[config.mk]
export PLATFORM = sky130hd
export DESIGN_NAME = config_frame_loader_flat
export DESIGN_NICKNAME = d
export VERILOG_FILES = /design/src/rtl/config_frame_loader_if.sv /design/src/rtl/config_frame_loader.sv /design/src/flat_wrapper.sv
export SDC_FILE = /design/constraint.sdc
export NUM_CORES = 1
export LEC_CHECK = 0
export CORE_AREA = 2 2 500 502
export DETAILED_ROUTE_END_ITERATION = 12
export DIE_AREA = 0 0 502 504
export PLACE_DENSITY = 0.41
export SYNTH_ARGS = -nofsm -noshare
export SYNTH_HDL_FRONTEND = slang
export SYNTH_SLANG_ARGS = --single-unit
[constraint.sdc]
create_clock -name CLK -period 3.3 [get_ports CLK]
set_clock_uncertainty 0.05 [all_clocks]
set_input_delay 0.66 -clock CLK [delete_from_list [all_inputs] [get_ports CLK]]
set_output_delay 0.66 -clock CLK [all_outputs]
set_load 0.02 [all_outputs]
[src/rtl/config_frame_loader_if.sv]
// Valid/ready word stream into the configuration loader.
interface config_frame_loader_if #(
    parameter int SER_WIDTH = 8
);
    logic                 s_valid;
    logic                 s_ready;
    logic [SER_WIDTH-1:0] s_data;

    modport master (output s_valid, output s_data, input  s_ready);
    modport slave  (input  s_valid, input  s_data, output s_ready);
endinterface

[src/rtl/config_frame_loader.sv]
// Deserialises a SYNC/address/data word stream into frames and holds them as
// Q/QN configuration bits for the tile's switch-matrix and LUT muxes.
//
// state  | meaning
// IDLE   | waiting for SYNC_WORD, all other words dropped
// ADDR   | session open, next word is a frame address or END_ADDR
// DATA   | shifting FRAME_BITS/SER_WIDTH words into the frame register
// COMMIT | one-cycle bubble writing the frame into storage, s_ready low
module config_frame_loader #(
    parameter int                   FRAME_BITS = 32,
    parameter int                   FRAMES     = 20,
    parameter int                   SER_WIDTH  = 8,
    parameter logic [SER_WIDTH-1:0] SYNC_WORD  = 8'hA5,
    parameter logic [SER_WIDTH-1:0] END_ADDR   = '1
) (
    input  logic                         CLK,
    input  logic                         resetn,
    config_frame_loader_if.slave         s_if,
    output logic [FRAMES*FRAME_BITS-1:0] o_cfg_q,
    output logic [FRAMES*FRAME_BITS-1:0] o_cfg_qn,
    output logic                         o_cfg_active,
    output logic                         o_done,
    output logic                         o_err
);

    localparam int                   WORDS    = FRAME_BITS / SER_WIDTH;
    localparam int                   CW       = $clog2(WORDS + 1);
    localparam logic [CW-1:0]        LAST_CNT = CW'(WORDS - 1);
    localparam logic [SER_WIDTH-1:0] FRAMES_W = SER_WIDTH'(FRAMES);

    typedef enum logic [1:0] {
        IDLE   = 2'd0,
        ADDR   = 2'd1,
        DATA   = 2'd2,
        COMMIT = 2'd3
    } state_t;

    state_t                      r_state;
    logic [CW-1:0]               r_cnt;
    logic [SER_WIDTH-1:0]        r_addr;
    logic                        r_discard;
    logic [FRAME_BITS-1:0]       r_sr;
    logic [FRAMES*FRAME_BITS-1:0] r_store;
    logic                        r_ready;
    logic                        r_active;
    logic                        r_done;
    logic                        r_err;
    logic                        w_accept;

    assign w_accept     = s_if.s_valid & r_ready;
    assign s_if.s_ready = r_ready;
    assign o_cfg_q      = r_store;
    assign o_cfg_qn     = ~r_store;
    assign o_cfg_active = r_active;
    assign o_done       = r_done;
    assign o_err        = r_err;

    always_ff @(posedge CLK or negedge resetn) begin
        if (!resetn) begin
            r_state   <= IDLE;
            r_cnt     <= '0;
            r_addr    <= '0;
            r_discard <= 1'b0;
            r_sr      <= '0;
            r_store   <= '0;
            r_ready   <= 1'b1;
            r_active  <= 1'b0;
            r_done    <= 1'b0;
            r_err     <= 1'b0;
        end else begin
            r_done <= 1'b0;
            case (r_state)
                IDLE: begin
                    if (w_accept && s_if.s_data == SYNC_WORD) begin
                        r_state  <= ADDR;
                        r_active <= 1'b1;
                        r_err    <= 1'b0;
                    end
                end
                ADDR: begin
                    if (w_accept) begin
                        if (s_if.s_data == END_ADDR) begin
                            r_state  <= IDLE;
                            r_active <= 1'b0;
                            r_done   <= 1'b1;
                        end else begin
                            // Out-of-range frames are still consumed so the stream stays aligned.
                            r_state   <= DATA;
                            r_cnt     <= '0;
                            r_discard <= (s_if.s_data >= FRAMES_W);
                            if (s_if.s_data >= FRAMES_W) begin
                                r_err <= 1'b1;
                            end else begin
                                r_addr <= s_if.s_data;
                            end
                        end
                    end
                end
                DATA: begin
                    if (w_accept) begin
                        r_sr  <= {r_sr[FRAME_BITS-SER_WIDTH-1:0], s_if.s_data};
                        r_cnt <= r_cnt + 1'b1;
                        if (r_cnt == LAST_CNT) begin
                            r_state <= COMMIT;
                            r_ready <= 1'b0;
                        end
                    end
                end
                COMMIT: begin
                    if (!r_discard) begin
                        for (int f = 0; f < FRAMES; f++) begin
                            if (r_addr == SER_WIDTH'(f)) begin
                                r_store[f*FRAME_BITS +: FRAME_BITS] <= r_sr;
                            end
                        end
                    end
                    r_state <= ADDR;
                    r_ready <= 1'b1;
                end
                default: begin
                    r_state <= IDLE;
                    r_ready <= 1'b1;
                end
            endcase
        end
    end

endmodule

[src/flat_wrapper.sv]
// flat-port wrapper written by rule: the top's interface ports become plain ports
module config_frame_loader_flat 
#(
    parameter int                   FRAME_BITS = 32,
    parameter int                   FRAMES     = 20,
    parameter int                   SER_WIDTH  = 8,
    parameter logic [SER_WIDTH-1:0] SYNC_WORD  = 8'hA5,
    parameter logic [SER_WIDTH-1:0] END_ADDR   = '1
)
  (CLK, resetn, o_cfg_q, o_cfg_qn, o_cfg_active, o_done, o_err, s_if_s_valid, s_if_s_data, s_if_s_ready);
  config_frame_loader_if #(.SER_WIDTH(SER_WIDTH)) s_if_i ();
  input  logic CLK;
  input  logic resetn;
  output logic [FRAMES*FRAME_BITS-1:0] o_cfg_q;
  output logic [FRAMES*FRAME_BITS-1:0] o_cfg_qn;
  output logic o_cfg_active;
  output logic o_done;
  output logic o_err;
  input wire logic [$bits(s_if_i.s_valid)-1:0] s_if_s_valid;
  input wire logic [$bits(s_if_i.s_data)-1:0] s_if_s_data;
  output wire logic [$bits(s_if_i.s_ready)-1:0] s_if_s_ready;
  assign s_if_i.s_valid = s_if_s_valid;
  assign s_if_i.s_data = s_if_s_data;
  assign s_if_s_ready = s_if_i.s_ready;
  config_frame_loader #(.FRAME_BITS(FRAME_BITS), .FRAMES(FRAMES), .SER_WIDTH(SER_WIDTH), .SYNC_WORD(SYNC_WORD), .END_ADDR(END_ADDR)) u_core (.CLK(CLK), .resetn(resetn), .s_if(s_if_i), .o_cfg_q(o_cfg_q), .o_cfg_qn(o_cfg_qn), .o_cfg_active(o_cfg_active), .o_done(o_done), .o_err(o_err));
endmodule
==> impl_metrics.prom <==
# TYPE chip_impl_metric gauge
chip_impl_info{name="cp_top_family",value="buffers and inverters"} 1
chip_impl_metric{name="num-nets-final",unit=""} 3578
chip_impl_metric{name="syn_area_per_cell",unit="um^2"} 12.8
chip_impl_metric{name="period_share",unit="%"} 86.5
chip_impl_metric{name="total_leakage_power",unit="nW"} 20.7
chip_impl_metric{name="synth.area.mux_share",unit="%"} 26.8
chip_impl_metric{name="global_route_wire_length_before_repair",unit="um"} 248000
chip_impl_info{name="status",value="complete, no violations"} 1
chip_impl_info{name="dominantRegCellSynth",value="dfrtp_1"} 1
chip_impl_info{name="setup.worst_path.end_class",value="output pin"} 1
chip_impl_metric{name="area_growth",unit="%"} 73.0
chip_impl_info{name="timing.rr.end",value="u_core.o_cfg_q[92]"} 1
chip_impl_metric{name="yosys.area_share.adder",unit="%"} 0.308
chip_impl_info{name="holdCritPathClass",value="reg -> reg"} 1
chip_impl_metric{name="drive_gt1_share",unit="%"} 25.9
chip_impl_metric{name="synthArstFlopShare",unit="%"} 100
chip_impl_metric{name="critical_path_arrival",unit="ns"} 2.14
chip_impl_metric{name="met2_usage_grt",unit="%"} 26.2
chip_impl_metric{name="htreeDepth",unit=""} 3
chip_impl_metric{name="vias_after_detailed_routing",unit=""} 22700
chip_impl_metric{name="worst_ep_required_time",unit="ns"} 2.59
chip_impl_metric{name="yosysSeqAreaShare",unit="%"} 60.7
chip_impl_metric{name="fmax",unit="MHz"} 350
chip_impl_metric{name="timing.reg2reg.setup_slack",unit="ns"} 0.50
chip_impl_metric{name="synthesis.nets",unit=""} 2248
chip_impl_info{name="globalRoute.busiestLayer",value="met2"} 1
chip_impl_metric{name="dieHeight",unit="um"} 504
chip_impl_metric{name="reg2reg_depth",unit=""} 4
chip_impl_metric{name="firstDrtPassIters",unit=""} 4
chip_impl_metric{name="num_rows",unit=""} 183
chip_impl_metric{name="grtUsageTotal",unit="%"} 14.9
chip_impl_info{name="hp_start",value="u_core.r_sr[26]"} 1
chip_impl_metric{name="layout_min_cycle_time",unit="ns"} 2.85
chip_impl_metric{name="insertion_delay",unit="ns"} 0.74
chip_impl_metric{name="initial_core_util",unit="%"} 11.5
chip_impl_metric{name="avgViaCountPerCell",unit=""} 3.25
chip_impl_info{name="cp-start-kind",value="flop"} 1
chip_impl_info{name="hold_path_end",value="u_core.r_sr[26]"} 1
chip_impl_metric{name="simple_gate_portion_of_the_synthesized_area",unit="%"} 1.26
chip_impl_metric{name="routed_wire_length_per_instance",unit="um"} 27.7
chip_impl_metric{name="worst_pin_slew",unit="ns"} 0.980
chip_impl_metric{name="synth_compound_area_share",unit="%"} 0.374
chip_impl_info{name="synth_top_cell_by_area",value="dfrtp_1"} 1
chip_impl_metric{name="timing.critical_path.buf_inv",unit=""} 2
chip_impl_info{name="layout.cells.most_common",value="clkdlybuf4s50_1"} 1
chip_impl_metric{name="drt.antenna.violating_nets",unit=""} 0
chip_impl_metric{name="globalRouteMet3Util",unit="%"} 5.87
chip_impl_metric{name="yosys.cell_types.count",unit=""} 35
chip_impl_metric{name="routabilityCongestion",unit=""} 0.880
chip_impl_metric{name="ctsLongestPathBuffers",unit=""} 3
chip_impl_info{name="timing.setup.critical_path_class",value="reg -> out"} 1
chip_impl_metric{name="hold_ws",unit="ns"} 0.456
chip_impl_metric{name="total_gr_overflow",unit=""} 0
chip_impl_metric{name="setup-violations-final",unit=""} 0
chip_impl_metric{name="die_area",unit="um^2"} 253000
chip_impl_info{name="cts_tree",value="yes"} 1
chip_impl_info{name="dominant_combinational_cell_family_by_area_after_synthesis",value="multiplexers"} 1
chip_impl_metric{name="ys.warnings.count",unit=""} 0
chip_impl_metric{name="drc_violation_count_after_routing",unit=""} 0
chip_impl_metric{name="grt.met1_usage",unit="%"} 16.2
chip_impl_info{name="synth_top_cells_by_area",value="dfrtp_1 61%, mux2_2 27%, inv_1 8.5%"} 1
chip_impl_metric{name="min_delay_path_depth",unit=""} 1
chip_impl_metric{name="critPathMaxStageDelay",unit="ns"} 0.91
chip_impl_info{name="mostFrequentLayoutCells",value="1292 x clkdlybuf4s50_1, 670 x mux2_2, 667 x dfrtp_1"} 1
chip_impl_metric{name="floorplan_die_width",unit="um"} 502
chip_impl_info{name="crit_path_cell_trace",value="inv_1 > clkdlybuf4s50_1"} 1
chip_impl_metric{name="first_iter_violations",unit=""} 1008
chip_impl_info{name="r2r_start",value="u_core.r_discard"} 1
chip_impl_metric{name="synth-seq-cells",unit=""} 690
chip_impl_metric{name="clock_sink_count",unit=""} 690
chip_impl_metric{name="slew_headroom",unit="%"} 34.6
chip_impl_metric{name="n_fill_cell",unit=""} 27100
chip_impl_metric{name="antenna_found_initial",unit=""} 14
chip_impl_metric{name="area_of_the_core_region",unit="um^2"} 248000
chip_impl_metric{name="finalWirelength",unit="um"} 193000
chip_impl_metric{name="ir_drop",unit="mV"} 0.370
chip_impl_metric{name="vias_in_the_first_global_route",unit=""} 23600
chip_impl_metric{name="grt_start_max_net_pins",unit=""} 61
chip_impl_metric{name="power_per_cell_area",unit="nW/um^2"} 515
chip_impl_metric{name="place_hpwl",unit="um"} 155000
chip_impl_info{name="clockRootBuffer",value="clkbuf_16"} 1
chip_impl_metric{name="post_synth_xor_area_fraction",unit="%"} 0
chip_impl_metric{name="cts_buffers",unit=""} 91
chip_impl_metric{name="boundaryPins",unit=""} 1295
chip_impl_info{name="setup_repair_after_global_routing_missed_its_margin",value="false"} 1
chip_impl_metric{name="cap_violations",unit=""} 0
chip_impl_metric{name="ctsResizeCount",unit=""} 0
chip_impl_info{name="cp_slowest_cell",value="clkdlybuf4s50_1"} 1
chip_impl_metric{name="syn-instance-count",unit=""} 2230
chip_impl_metric{name="io_buffer_count",unit=""} 1294
chip_impl_metric{name="clkSlewWorstSetupHoldPaths",unit="ns"} 0.06
chip_impl_metric{name="mappedNetlistArea",unit="um^2"} 28500
chip_impl_metric{name="synthDominantCellAreaShare",unit="%"} 60.6
chip_impl_metric{name="count_of_flip_flops_with_a_built_in_enable_after_synthesis",unit=""} 0
chip_impl_metric{name="critical_path.max_fanout",unit=""} 3
chip_impl_metric{name="timing.final.max_slew_violations",unit=""} 0
chip_impl_metric{name="hold_violations",unit=""} 0
chip_impl_metric{name="cts_setup_buffers",unit=""} 0
chip_impl_metric{name="timing.setup.tns",unit="ns"} 0
-- sequential cells by signal, summed over array words and instances (netlist names) --
signal and flops:
u_core.o_cfg_active 1, u_core.o_cfg_q 640, u_core.o_done 1, u_core.o_err 1, u_core.r_addr 8, u_core.r_cnt 3
u_core.r_discard 1, u_core.r_sr 32, u_core.r_state 2, u_core.s_if.s_ready 1
-- through the flow --
stage | cells | util (%) | setup slack, ns | area, um^2 | total power, mW
after CTS | 6967 | 19.9 | 0.307 | 49200 | 26.2
final | 6977 | 19.9 | 0.447 | 49200 | 25.4
after floorplan | 2230 | - | 1.19 | 28500 | 11.5
after global placement | 6796 | 18.6 | 0.388 | 46000 | 15.2
after detailed placement | 6796 | 18.6 | 0.383 | 46000 | 15.2
after global routing | 6969 | 19.9 | 0.331 | 49200 | 26.5
-- power by group --
| part | internal, mW | switching (mW) |
|---|---|---|
| clock network | 6.19 | 4.37 |
| registers | 8.93 | 1.99 |
| logic | 1.52 | 2.35 |
| total | 16.6 | 8.71 |
-- routing by layer --
metal | up-vias | wire length [um]
met4 | 0 | 5750
met3 | 150 | 18500
met2 | 1071 | 96800
li1 | 9588 | -
met1 | 11800 | 72300
met5 | - | 0
-- worst max-delay path by stage --
stage | start | endpoint | slack [ns] | depth (start not counted)
after detailed placement | s_if_s_data[2] | u_core.r_addr[1] | 0.38 | 5
after global placement | s_if_s_data[2] | u_core.r_addr[2] | 0.39 | 5
final | u_core.o_cfg_q[495] | o_cfg_qn[495] | 0.45 | 2
after CTS | u_core.o_cfg_q[402] | o_cfg_q[402] | 0.31 | 1
after floorplan | u_core.s_if.s_ready | u_core.r_addr[0] | 1.19 | 4
after global routing | u_core.o_cfg_q[622] | o_cfg_qn[622] | 0.33 | 2
-- cell families after synthesis --
| logic type | count (synthesis) |
|---|---|
| and+or+nand+nor | 62 |
| muxes | 678 |
| DFF | 690 |
| adders and majority gates | 7 |
| AOI/OAI and AO/OA | 15 |
| buffers and inverters | 778 |
-- final cells by class --
cell class / instances / area, um^2 / share of cell area (%)
Inverter: 647 / 2430 / 4.93
Clock buffer: 121 / 2540 / 5.16
Antenna cell: 10 / 25.0 / 0.0508
Tap cell: 3330 / 4170 / 8.47
Clock inverter: 49 / 634 / 1.29
Timing Repair Buffer: 1368 / 13800 / 28.1
Sequential cell: 690 / 17300 / 35.1
Multi-Input combinational cell: 762 / 8300 / 16.9
-- worst reg2reg max path: stages, from the launching register on --
cell      delay [ns]
dfrtp_1         0.41
nor4_4          0.38
nand4b_1        0.39
or3_2           0.95
mux2_2          0.48
-- cells in the mapped netlist, types with 3 or more instances --
| cell type | n |
|---|---|
| ha_1 | 7 |
| nand3_1 | 4 |
| nand2b_1 | 3 |
| nor2_1 | 20 |
| buf_6 | 3 |
| nand4b_1 | 4 |
| o21ai_0 | 6 |
| mux2_1 | 7 |
| dfrtp_1 | 689 |
| nand2_1 | 7 |
| clkbuf_1 | 82 |
| nor2b_1 | 5 |
| buf_2 | 44 |
| mux2_2 | 670 |
| nand4_1 | 6 |
| inv_1 | 647 |
-- what timing repair did --
item,CTS,global route
endpoints found under the setup margin,0,0
hold buffers,1,0
endpoints found under the hold margin,29,0
(Power assumes the default switching activity.)
